==> src/rtl/poly_mult_sched.sv <==
// Round-robin two-requester sequencer in front of a shared fixed-latency PolyMult datapath.
// Optional per-requester grant counters are enabled by defining POLY_SCHED_STATS_EN.
module poly_mult_sched #(
    parameter int unsigned W        = 8,
    parameter int unsigned MULT_LAT = 4,
    parameter int unsigned CNT_W    = 16
) (
    input  logic               clk,
    input  logic               rst,
    input  logic [1:0]         req_valid,
    output logic [1:0]         req_ready,
    input  logic [8*W-1:0]     req_a,
    input  logic [8*W-1:0]     req_b,
    output logic               pm_start,
    output logic [4*W-1:0]     pm_a,
    output logic [4*W-1:0]     pm_b,
    input  logic [4*W-1:0]     pm_c,
    output logic               out_valid,
    input  logic               out_ready,
    output logic               out_id,
    output logic [4*W-1:0]     out_c,
    output logic               busy,
    output logic [CNT_W-1:0]   grant_cnt0,
    output logic [CNT_W-1:0]   grant_cnt1
);

    localparam int unsigned VW    = 4 * W;
    localparam int unsigned LAT_W = (MULT_LAT > 1) ? $clog2(MULT_LAT) : 1;

    typedef enum logic [1:0] {
        S_IDLE  = 2'd0,
        S_ISSUE = 2'd1,
        S_WAIT  = 2'd2,
        S_RESP  = 2'd3
    } state_t;

    state_t            state_q, state_d;
    logic              prio_q, prio_d;
    logic              id_q, id_d;
    logic [LAT_W-1:0]  cnt_q, cnt_d;
    logic              pm_start_q, pm_start_d;
    logic [VW-1:0]     pm_a_q, pm_a_d;
    logic [VW-1:0]     pm_b_q, pm_b_d;
    logic              out_valid_q, out_valid_d;
    logic              out_id_q, out_id_d;
    logic [VW-1:0]     out_c_q, out_c_d;
    logic              busy_q, busy_d;
    logic [1:0]        grant_c;
    logic              gnt_id_c;

    // Grant only in IDLE and never while reset is asserted; prio requester wins ties.
    always_comb begin
        grant_c = 2'b00;
        if (state_q == S_IDLE && rst) begin
            if (req_valid[prio_q]) begin
                grant_c[prio_q] = 1'b1;
            end else if (req_valid[~prio_q]) begin
                grant_c[~prio_q] = 1'b1;
            end
        end
    end

    assign gnt_id_c  = grant_c[1];
    assign req_ready = grant_c;

    always_comb begin
        state_d     = state_q;
        prio_d      = prio_q;
        id_d        = id_q;
        cnt_d       = cnt_q;
        pm_start_d  = 1'b0;
        pm_a_d      = pm_a_q;
        pm_b_d      = pm_b_q;
        out_valid_d = out_valid_q;
        out_id_d    = out_id_q;
        out_c_d     = out_c_q;
        busy_d      = busy_q;
        case (state_q)
            S_IDLE: begin
                if (|grant_c) begin
                    pm_a_d     = gnt_id_c ? req_a[8*W-1:VW] : req_a[VW-1:0];
                    pm_b_d     = gnt_id_c ? req_b[8*W-1:VW] : req_b[VW-1:0];
                    id_d       = gnt_id_c;
                    prio_d     = ~gnt_id_c;
                    cnt_d      = LAT_W'(MULT_LAT - 1);
                    pm_start_d = 1'b1;
                    busy_d     = 1'b1;
                    state_d    = S_ISSUE;
                end
            end
            // Counter runs through ISSUE and WAIT so capture lands MULT_LAT edges after grant.
            S_ISSUE, S_WAIT: begin
                if (cnt_q == '0) begin
                    out_c_d     = pm_c;
                    out_id_d    = id_q;
                    out_valid_d = 1'b1;
                    state_d     = S_RESP;
                end else begin
                    cnt_d   = cnt_q - LAT_W'(1);
                    state_d = S_WAIT;
                end
            end
            S_RESP: begin
                if (out_ready) begin
                    out_valid_d = 1'b0;
                    busy_d      = 1'b0;
                    state_d     = S_IDLE;
                end
            end
            default: state_d = S_IDLE;
        endcase
    end

    always_ff @(posedge clk or negedge rst) begin
        if (!rst) begin
            state_q     <= S_IDLE;
            prio_q      <= 1'b0;
            id_q        <= 1'b0;
            cnt_q       <= '0;
            pm_start_q  <= 1'b0;
            pm_a_q      <= '0;
            pm_b_q      <= '0;
            out_valid_q <= 1'b0;
            out_id_q    <= 1'b0;
            out_c_q     <= '0;
            busy_q      <= 1'b0;
        end else begin
            state_q     <= state_d;
            prio_q      <= prio_d;
            id_q        <= id_d;
            cnt_q       <= cnt_d;
            pm_start_q  <= pm_start_d;
            pm_a_q      <= pm_a_d;
            pm_b_q      <= pm_b_d;
            out_valid_q <= out_valid_d;
            out_id_q    <= out_id_d;
            out_c_q     <= out_c_d;
            busy_q      <= busy_d;
        end
    end

    assign pm_start  = pm_start_q;
    assign pm_a      = pm_a_q;
    assign pm_b      = pm_b_q;
    assign out_valid = out_valid_q;
    assign out_id    = out_id_q;
    assign out_c     = out_c_q;
    assign busy      = busy_q;

`ifdef POLY_SCHED_STATS_EN
    logic [CNT_W-1:0] cnt0_q, cnt1_q;

    // Free-running wrap-around grant counters, cleared only by reset.
    always_ff @(posedge clk or negedge rst) begin
        if (!rst) begin
            cnt0_q <= '0;
            cnt1_q <= '0;
        end else begin
            if (grant_c[0]) cnt0_q <= cnt0_q + CNT_W'(1);
            if (grant_c[1]) cnt1_q <= cnt1_q + CNT_W'(1);
        end
    end

    assign grant_cnt0 = cnt0_q;
    assign grant_cnt1 = cnt1_q;
`else
    assign grant_cnt0 = '0;
    assign grant_cnt1 = '0;
`endif

endmodule
==> config.mk <==
export PLATFORM = sky130hd
export DESIGN_NAME = poly_mult_sched
export DESIGN_NICKNAME = d
export VERILOG_FILES = /design/src/rtl/poly_mult_sched.sv
export SDC_FILE = /design/constraint.sdc
export NUM_CORES = 1
export LEC_CHECK = 0
export ABC_AREA = 1
export CAP_MARGIN = 20
export CORE_MARGIN = 1
export CORE_UTILIZATION = 34
export DETAILED_ROUTE_END_ITERATION = 10
export PLACE_DENSITY = 0.78
export SYNTH_ARGS = -nofsm -noshare
export SYNTH_HDL_FRONTEND = slang
export SYNTH_SLANG_ARGS = --single-unit
==> constraint.sdc <==
create_clock -name clk -period 1.63 [get_ports clk]
set_input_delay 0.2445 -clock clk [delete_from_list [all_inputs] [get_ports clk]]
set_output_delay 0.2445 -clock clk [all_outputs]
set_load 0.03 [all_outputs]
==> run_summary.xml, run 1 <==
<?xml version="1.0" encoding="UTF-8"?>
<metrics>
  <group name="run_status">
    <metric name="status" unit="">finished with violations</metric>
    <metric name="violations" unit="">negative hold slack</metric>
  </group>
  <group name="sta">
    <metric name="finalHoldViolCount" unit="">6</metric>
    <metric name="max_freq" unit="MHz">620</metric>
    <metric name="rsz0062_at_grt" unit="">yes</metric>
    <metric name="final_min_period_over_clock_period" unit="%">99.0</metric>
    <metric name="drv_slew" unit="">0</metric>
    <metric name="slew_headroom" unit="%">61.2</metric>
    <metric name="final_min_period" unit="ps">1610</metric>
    <metric name="fin_skew" unit="ps">5.13</metric>
    <metric name="fin_hold_ws" unit="ps">-4.67</metric>
    <metric name="setup-violations-final" unit="">0</metric>
    <metric name="worstMarginPinSlew" unit="ps">582</metric>
  </group>
  <group name="synthesis">
    <metric name="yosys_register_bits" unit="">106</metric>
    <metric name="yosys_warnings" unit="">0</metric>
    <metric name="syn-mean-instance-area" unit="µm²">9.54</metric>
    <metric name="syn-instance-count" unit="">512</metric>
    <metric name="synth.yosys.seq_area_share" unit="%">54.3</metric>
    <metric name="netlist_area" unit="mm²">0.00488</metric>
    <metric name="synth.distinct_cells" unit="">22</metric>
  </group>
  <group name="floorplanning">
    <metric name="area_of_the_core_region" unit="mm²">0.0139</metric>
    <metric name="floorplan.initialDensity" unit="%">35.0</metric>
    <metric name="die_area" unit="mm²">0.0148</metric>
    <metric name="vert_die_dim" unit="µm">122</metric>
    <metric name="die_width" unit="µm">122</metric>
    <metric name="pin_count" unit="">299</metric>
    <metric name="rows" unit="">43</metric>
  </group>
  <group name="finish">
    <metric name="most-common-layout-cells" unit="">164 x sky130_fd_sc_hd__clkdlybuf4s50_1, 137 x sky130_fd_sc_hd__nand2_1, 106 x sky130_fd_sc_hd__dfrtp_1</metric>
    <metric name="areaGrowthSynthToFinish" unit="%">67.3</metric>
    <metric name="drive_above_1_share" unit="%">11.5</metric>
    <metric name="layoutNonFillerInstCount" unit="">978</metric>
    <metric name="final_core_utilization" unit="%">58.6</metric>
    <metric name="num_antenna_cells" unit="">0</metric>
    <metric name="mostFrequentLayoutCell" unit="">sky130_fd_sc_hd__clkdlybuf4s50_1</metric>
    <metric name="final_area" unit="mm²">0.00817</metric>
    <metric name="finish.net_count" unit="">962</metric>
  </group>
  <group name="global_route">
    <metric name="number_of_global_route_vias_before_repair" unit="">4257</metric>
    <metric name="grt_use_total" unit="%">19.3</metric>
    <metric name="grt_max_degree" unit="">107</metric>
    <metric name="grt_first_pass_wirelength" unit="µm">22000</metric>
    <metric name="antenna_found_initial" unit="">0</metric>
    <metric name="globalRouteOverflowTotal" unit="">0</metric>
  </group>
  <group name="worst_setup_path">
    <metric name="worstReg2RegEnd" unit="">pm_a[17]</metric>
    <metric name="crit_path_top_delay_cell" unit="">sky130_fd_sc_hd__dfrtp_1</metric>
    <metric name="worstSetupPathType" unit="">reg -&gt; out</metric>
    <metric name="r2r_slack" unit="ps">40</metric>
    <metric name="critical_path.endpoint_type" unit="">output pin</metric>
    <metric name="critical_path_required" unit="ps">1390</metric>
    <metric name="r2r_startpoint" unit="">state_q[0]</metric>
    <metric name="startpoint_type" unit="">register</metric>
    <metric name="worst_ep_arrival_time" unit="ps">1370</metric>
    <metric name="r2r.worst_path.cells" unit="">11</metric>
    <metric name="critical_path.cell_chain" unit="">inv_2, ha_4, nand2_4, clkinv_4, nand3_4, inv_4, buf_8</metric>
    <metric name="timing.critical_path.slowest_cell_delay" unit="ps">390</metric>
    <metric name="crit_fanout" unit="">2</metric>
  </group>
  <group name="place">
    <metric name="detailed_place.area" unit="mm²">0.00773</metric>
    <metric name="gpl.final_weighted_congestion" unit="">0.856</metric>
    <metric name="detailed_placement_hpwl" unit="µm">10400</metric>
    <metric name="post-place-cells" unit="">958</metric>
    <metric name="numPortBuffers" unit="">266</metric>
  </group>
  <group name="clock_network">
    <metric name="clock_tree.buffer_depth" unit="">2</metric>
    <metric name="clk_transition_reported_paths" unit="ps">70</metric>
    <metric name="root_buffer_master" unit="">sky130_fd_sc_hd__clkbuf_16</metric>
    <metric name="clock_tree.htree_level_count" unit="">3</metric>
    <metric name="cts_tree" unit="">built</metric>
    <metric name="tritoncts.num_buffers" unit="">9</metric>
    <metric name="clock_latency" unit="ps">350</metric>
    <metric name="cts.sinks" unit="">106</metric>
  </group>
  <group name="detailed_routing">
    <metric name="drt_pre_antenna_iters" unit="">4</metric>
    <metric name="ant_nets" unit="">0</metric>
    <metric name="routed_wirelength" unit="µm">14700</metric>
    <metric name="drc" unit="">0</metric>
    <metric name="drtIter0Drc" unit="">161</metric>
    <metric name="overall_via_count_from_detail_route" unit="">4463</metric>
    <metric name="via_per_inst" unit="">4.56</metric>
    <metric name="routed_wire_length_per_instance" unit="µm">15.0</metric>
  </group>
  <group name="min_path">
    <metric name="type_of_the_most_critical_hold_path" unit="">in -&gt; async</metric>
  </group>
  <group name="run">
    <metric name="cap_viol_max_count" unit="">0</metric>
  </group>
  <group name="pwr">
    <metric name="design_power_total" unit="mW">15.2</metric>
    <metric name="power.density_cell_area" unit="mW/mm²">1860</metric>
    <metric name="power_leakage" unit="nW">3.96</metric>
    <metric name="ir_drop" unit="V">0.00123</metric>
  </group>
</metrics>
-- cell families after synthesis --
family,synth area share [%]
simple gates,18.0
flops,54.3
compound gates,8.46
buf+inv,11.0
mux,7.38
fa+ha+maj,0.769
other cells,0.0768
-- routing by layer --
metal / wire length [µm] / GRT usage (%) / up-vias
met5: 0 / 0 / -
met1: 5990 / 23.4 / 2102
met2: 7280 / 32.3 / 163
met4: 381 / 8.02 / 0
met3: 1040 / 5.24 / 28
li1: - / - / 2170
-- final cells by class --
class	count	area, µm²
Fill cell	1247	5770
Timing Repair Buffer	299	3030
Sequential cell	106	2650
Multi-Input combinational cell	365	1860
Clock buffer	11	253
Tap cell	180	225
Clock inverter	4	75.1
Inverter	13	71.3
-- power by group --
| group | total (mW) | switching (mW) | internal (mW) |
|---|---|---|---|
| combinational | 8.21 | 4.93 | 3.28 |
| sequential | 4.56 | 0.628 | 3.93 |
| clock | 2.40 | 0.974 | 1.42 |
-- flip-flops by register name, summed over array words and instances (netlist names) --
name and cells:
out_valid 1, state_q 2, cnt_q 2, busy 1, pm_start 1, prio_q 1
out_id 1, pm_b 32, id_q 1, out_c 32, pm_a 32
-- what timing repair did --
item                       4_1_cts  5_1_grt
setup endpoints to repair       85       83
resized for setup              101       51
buffers inserted                 5        0
pin swaps                        3        4
cloned                           0        2
hold buffers                     0        0
-- worst max-delay path by stage --
stage,start,to,slack [ps]
2_1_floorplan,state_q[0],out_c[16],80
3_3_place_gp,req_valid[1],pm_a[18],-30
3_5_place_dp,req_valid[1],pm_a[11],-80
4_1_cts,state_q[1],req_ready[0],-80
5_1_grt,state_q[1],req_ready[0],-50
6_report,state_q[0],req_ready[0],20
-- synth_stat cells --
master | n | area (µm²)
sky130_fd_sc_hd__buf_4 | 36 | 270
sky130_fd_sc_hd__clkbuf_1 | 3 | 11.3
sky130_fd_sc_hd__conb_1 | 1 | 3.75
sky130_fd_sc_hd__nand2_1 | 138 | 518
sky130_fd_sc_hd__inv_2 | 1 | 3.75
sky130_fd_sc_hd__o21ai_0 | 43 | 215
sky130_fd_sc_hd__inv_1 | 10 | 37.5
sky130_fd_sc_hd__o21a_1 | 1 | 7.51
sky130_fd_sc_hd__mux2_2 | 25 | 282
sky130_fd_sc_hd__o21ai_1 | 38 | 190
sky130_fd_sc_hd__clkinv_1 | 1 | 3.75
sky130_fd_sc_hd__ha_1 | 3 | 37.5
sky130_fd_sc_hd__mux2_1 | 7 | 78.8
sky130_fd_sc_hd__nand2_4 | 2 | 22.5
sky130_fd_sc_hd__dfrtp_1 | 106 | 2650
sky130_fd_sc_hd__nand3_1 | 32 | 160
sky130_fd_sc_hd__buf_6 | 16 | 180
sky130_fd_sc_hd__nor2_1 | 40 | 150
sky130_fd_sc_hd__nand3_2 | 2 | 20.0
sky130_fd_sc_hd__buf_2 | 5 | 25.0
sky130_fd_sc_hd__or2_2 | 1 | 6.26
sky130_fd_sc_hd__inv_4 | 1 | 6.26
-- per-stage QoR --
stage               worst slack, ps  TNS [ps]
floorplan                      77.8         0
global placement              -32.9     -1210
detailed placement            -75.5     -3290
CTS                           -79.4     -86.3
global route                  -47.4      -779
finish                         16.3         0
-- worst max-delay path, delay by kind of cell, from the launching register on --
family                   cells  cell delay [ps]
adder cells (fa/ha/maj)      1              160
flip-flops                   1              390
buffers and inverters        4              340
AND/OR/NAND/NOR              2              130
No activity file was read; power rests on OpenSTA's default activity.
==> run 2, diff against run 1 <==
- SKIP_LAST_GASP: not set -> 1
==> run 2 against run 1 <==
Net effect:
- the flow still finishes with violations (negative hold slack)
- routed wire length increased by 0.74%
- register-to-register slack is essentially flat
- clock skew increased by 1.1 ps
- core utilization unchanged
- die area unchanged
- critical endpoint unchanged
- largest power group unchanged
==> run_summary.xml, run 2 (synthesized netlist as in run 1, its figures left out) <==
<?xml version="1.0" encoding="UTF-8"?>
<metrics>
  <group name="sta">
    <metric name="drv_slew" unit="">0</metric>
    <metric name="fin_hold_ws" unit="ps">-2.59</metric>
    <metric name="slew_headroom" unit="%">61.7</metric>
    <metric name="final.setup.tns" unit="ps">0</metric>
    <metric name="setup-violations-final" unit="">0</metric>
    <metric name="finalHoldViolCount" unit="">1</metric>
    <metric name="final_min_period" unit="ps">1610</metric>
    <metric name="final_min_period_over_clock_period" unit="%">98.8</metric>
    <metric name="fin_skew" unit="ps">6.22</metric>
    <metric name="rsz0062_at_grt" unit="">yes</metric>
    <metric name="max_freq" unit="MHz">621</metric>
    <metric name="worst_slack" unit="ps">18.8</metric>
    <metric name="worstMarginPinSlew" unit="ps">575</metric>
  </group>
  <group name="run_status">
    <metric name="violations" unit="">negative hold slack</metric>
    <metric name="status" unit="">finished with violations</metric>
  </group>
  <group name="place">
    <metric name="numPortBuffers" unit="">266</metric>
    <metric name="gpl.final_weighted_congestion" unit="">0.856</metric>
    <metric name="detailed_placement_hpwl" unit="µm">10400</metric>
    <metric name="post-place-ws" unit="ps">-75.5</metric>
    <metric name="post-place-cells" unit="">958</metric>
  </group>
  <group name="min_path">
    <metric name="type_of_the_most_critical_hold_path" unit="">in -&gt; async</metric>
  </group>
  <group name="finish">
    <metric name="mostFrequentLayoutCell" unit="">sky130_fd_sc_hd__clkdlybuf4s50_1</metric>
    <metric name="drive_above_1_share" unit="%">11.4</metric>
    <metric name="multiInputGateArea" unit="mm²">0.00186</metric>
    <metric name="final.fill_count" unit="">1248</metric>
    <metric name="regArea" unit="mm²">0.00265</metric>
    <metric name="finish.net_count" unit="">963</metric>
    <metric name="areaGrowthSynthToFinish" unit="%">67.3</metric>
    <metric name="most-common-layout-cells" unit="">164 x sky130_fd_sc_hd__clkdlybuf4s50_1, 137 x sky130_fd_sc_hd__nand2_1, 106 x sky130_fd_sc_hd__dfrtp_1</metric>
    <metric name="num_antenna_cells" unit="">0</metric>
    <metric name="layoutNonFillerInstCount" unit="">979</metric>
  </group>
  <group name="floorplanning">
    <metric name="die_width" unit="µm">122</metric>
    <metric name="die_area" unit="mm²">0.0148</metric>
    <metric name="floorplan.initialDensity" unit="%">35.0</metric>
    <metric name="pin_count" unit="">299</metric>
    <metric name="rows" unit="">43</metric>
    <metric name="area_of_the_core_region" unit="mm²">0.0139</metric>
    <metric name="vert_die_dim" unit="µm">122</metric>
  </group>
  <group name="pwr">
    <metric name="combinationalPowerShare" unit="%">54.1</metric>
    <metric name="power_report.internal_total" unit="mW">8.63</metric>
    <metric name="seq_power_share" unit="%">30.1</metric>
    <metric name="power_leakage" unit="nW">3.97</metric>
    <metric name="power.clock.fraction" unit="%">15.8</metric>
    <metric name="power.switching" unit="mW">6.53</metric>
    <metric name="sw_frac_of_total" unit="%">43.1</metric>
    <metric name="power.density_cell_area" unit="mW/mm²">1860</metric>
    <metric name="ir_drop" unit="V">0.00123</metric>
  </group>
  <group name="worst_setup_path">
    <metric name="startpoint_type" unit="">register</metric>
    <metric name="worst_ep_arrival_time" unit="ps">1370</metric>
    <metric name="critical_path.endpoint_type" unit="">output pin</metric>
    <metric name="critical_path_required" unit="ps">1390</metric>
    <metric name="worstSetupPathType" unit="">reg -&gt; out</metric>
    <metric name="crit_fanout" unit="">2</metric>
  </group>
  <group name="clock_network">
    <metric name="clock_tree.htree_level_count" unit="">3</metric>
    <metric name="clock_latency" unit="ps">350</metric>
    <metric name="tritoncts.num_buffers" unit="">9</metric>
    <metric name="clock_tree.buffer_depth" unit="">2</metric>
    <metric name="postCtsHoldBufs" unit="">0</metric>
    <metric name="cts_tree" unit="">built</metric>
    <metric name="clk_transition_reported_paths" unit="ps">70</metric>
    <metric name="cts.sinks" unit="">106</metric>
    <metric name="root_buffer_master" unit="">sky130_fd_sc_hd__clkbuf_16</metric>
  </group>
  <group name="global_route">
    <metric name="number_of_global_route_vias_before_repair" unit="">4251</metric>
    <metric name="grt_use_total" unit="%">19.3</metric>
    <metric name="met3_usage" unit="%">5.24</metric>
    <metric name="globalRouteOverflowTotal" unit="">0</metric>
    <metric name="grt_max_degree" unit="">107</metric>
    <metric name="grtUsageMet1" unit="%">23.3</metric>
    <metric name="grt_first_pass_wirelength" unit="µm">21900</metric>
    <metric name="antenna_found_initial" unit="">0</metric>
    <metric name="grt_util_met2" unit="%">32.2</metric>
    <metric name="top_usage_layer" unit="">met2</metric>
  </group>
  <group name="detailed_routing">
    <metric name="routed_wire_length_per_instance" unit="µm">15.1</metric>
    <metric name="drt_pre_antenna_iters" unit="">5</metric>
    <metric name="overall_via_count_from_detail_route" unit="">4502</metric>
    <metric name="via_per_inst" unit="">4.60</metric>
    <metric name="routed_wirelength" unit="µm">14800</metric>
    <metric name="drtIter0Drc" unit="">171</metric>
    <metric name="ant_nets" unit="">0</metric>
    <metric name="drc" unit="">0</metric>
  </group>
  <group name="run">
    <metric name="cap_viol_max_count" unit="">0</metric>
  </group>
</metrics>
-- run 2: final cells by class --
type | instances | area share [%]
Inverter | 13 | 0.873
Multi-Input combinational cell | 365 | 22.7
Timing Repair Buffer | 300 | 37.2
Clock inverter | 4 | 0.919
Sequential cell | 106 | 32.5
Tap cell | 180 | 2.76
Clock buffer | 11 | 3.09
-- run 2: critical path: stages, from the launching register on --
cell and delay [ps]:
sky130_fd_sc_hd__dfrtp_1 390, sky130_fd_sc_hd__inv_2 80, sky130_fd_sc_hd__ha_4 160, sky130_fd_sc_hd__nand2_4 60, sky130_fd_sc_hd__clkinv_4 50, sky130_fd_sc_hd__nand3_4 70, sky130_fd_sc_hd__inv_4 90, sky130_fd_sc_hd__buf_8 120
-- run 2: path summary, 6_finish.rpt --
check                           start           end  slack [ps]  depth (start not counted)
max in group asynchronous         rst       pm_b[2]        1200                          2
max                        state_q[0]  req_ready[0]          20                          7
min in group clk                  rst        prio_q         440                          7
max reg2reg                state_q[0]       pm_a[5]          40                         10
min                               rst      pm_b[20]          -3                          2
min reg2reg                  pm_a[26]      pm_a[26]         480                          2
-- run 2: what timing repair did --
item,in CTS,in global routing
buffers inserted,5,0
pin swaps,3,4
gates cloned,0,3
resized for setup,100,39
setup endpoints to repair,85,82
-- run 2: through the flow --
| stage | power [mW] | util, % | cell area (µm²) |
|---|---|---|---|
| 2_1_floorplan | 9.71 | - | 5000 |
| 3_3_place_gp | 13.2 | 55.5 | 7730 |
| 3_5_place_dp | 13.3 | 55.5 | 7730 |
| 4_1_cts | 15.2 | 57.7 | 8040 |
| 5_1_grt | 16.1 | 58.6 | 8170 |
| 6_report | 15.2 | 58.6 | 8170 |
-- run 2: metal layers --
layer	up-vias	wire, µm
met4	0	386
met3	28	1030
met5	-	0
li1	2172	-
met2	178	7370
met1	2124	6030
-- run 2: power groups by stage --
| stage | clock [mW] | sequential, mW | combinational, mW |
|---|---|---|---|
| 5_1_grt | 2.55 | 4.71 | 8.83 |
| 6_report | 2.39 | 4.56 | 8.21 |
| 3_5_place_dp | 0 | 4.65 | 8.70 |
| 4_1_cts | 2.46 | 4.58 | 8.15 |
| 3_3_place_gp | 0 | 4.61 | 8.58 |
| 2_1_floorplan | 0 | 6.97 | 2.75 |
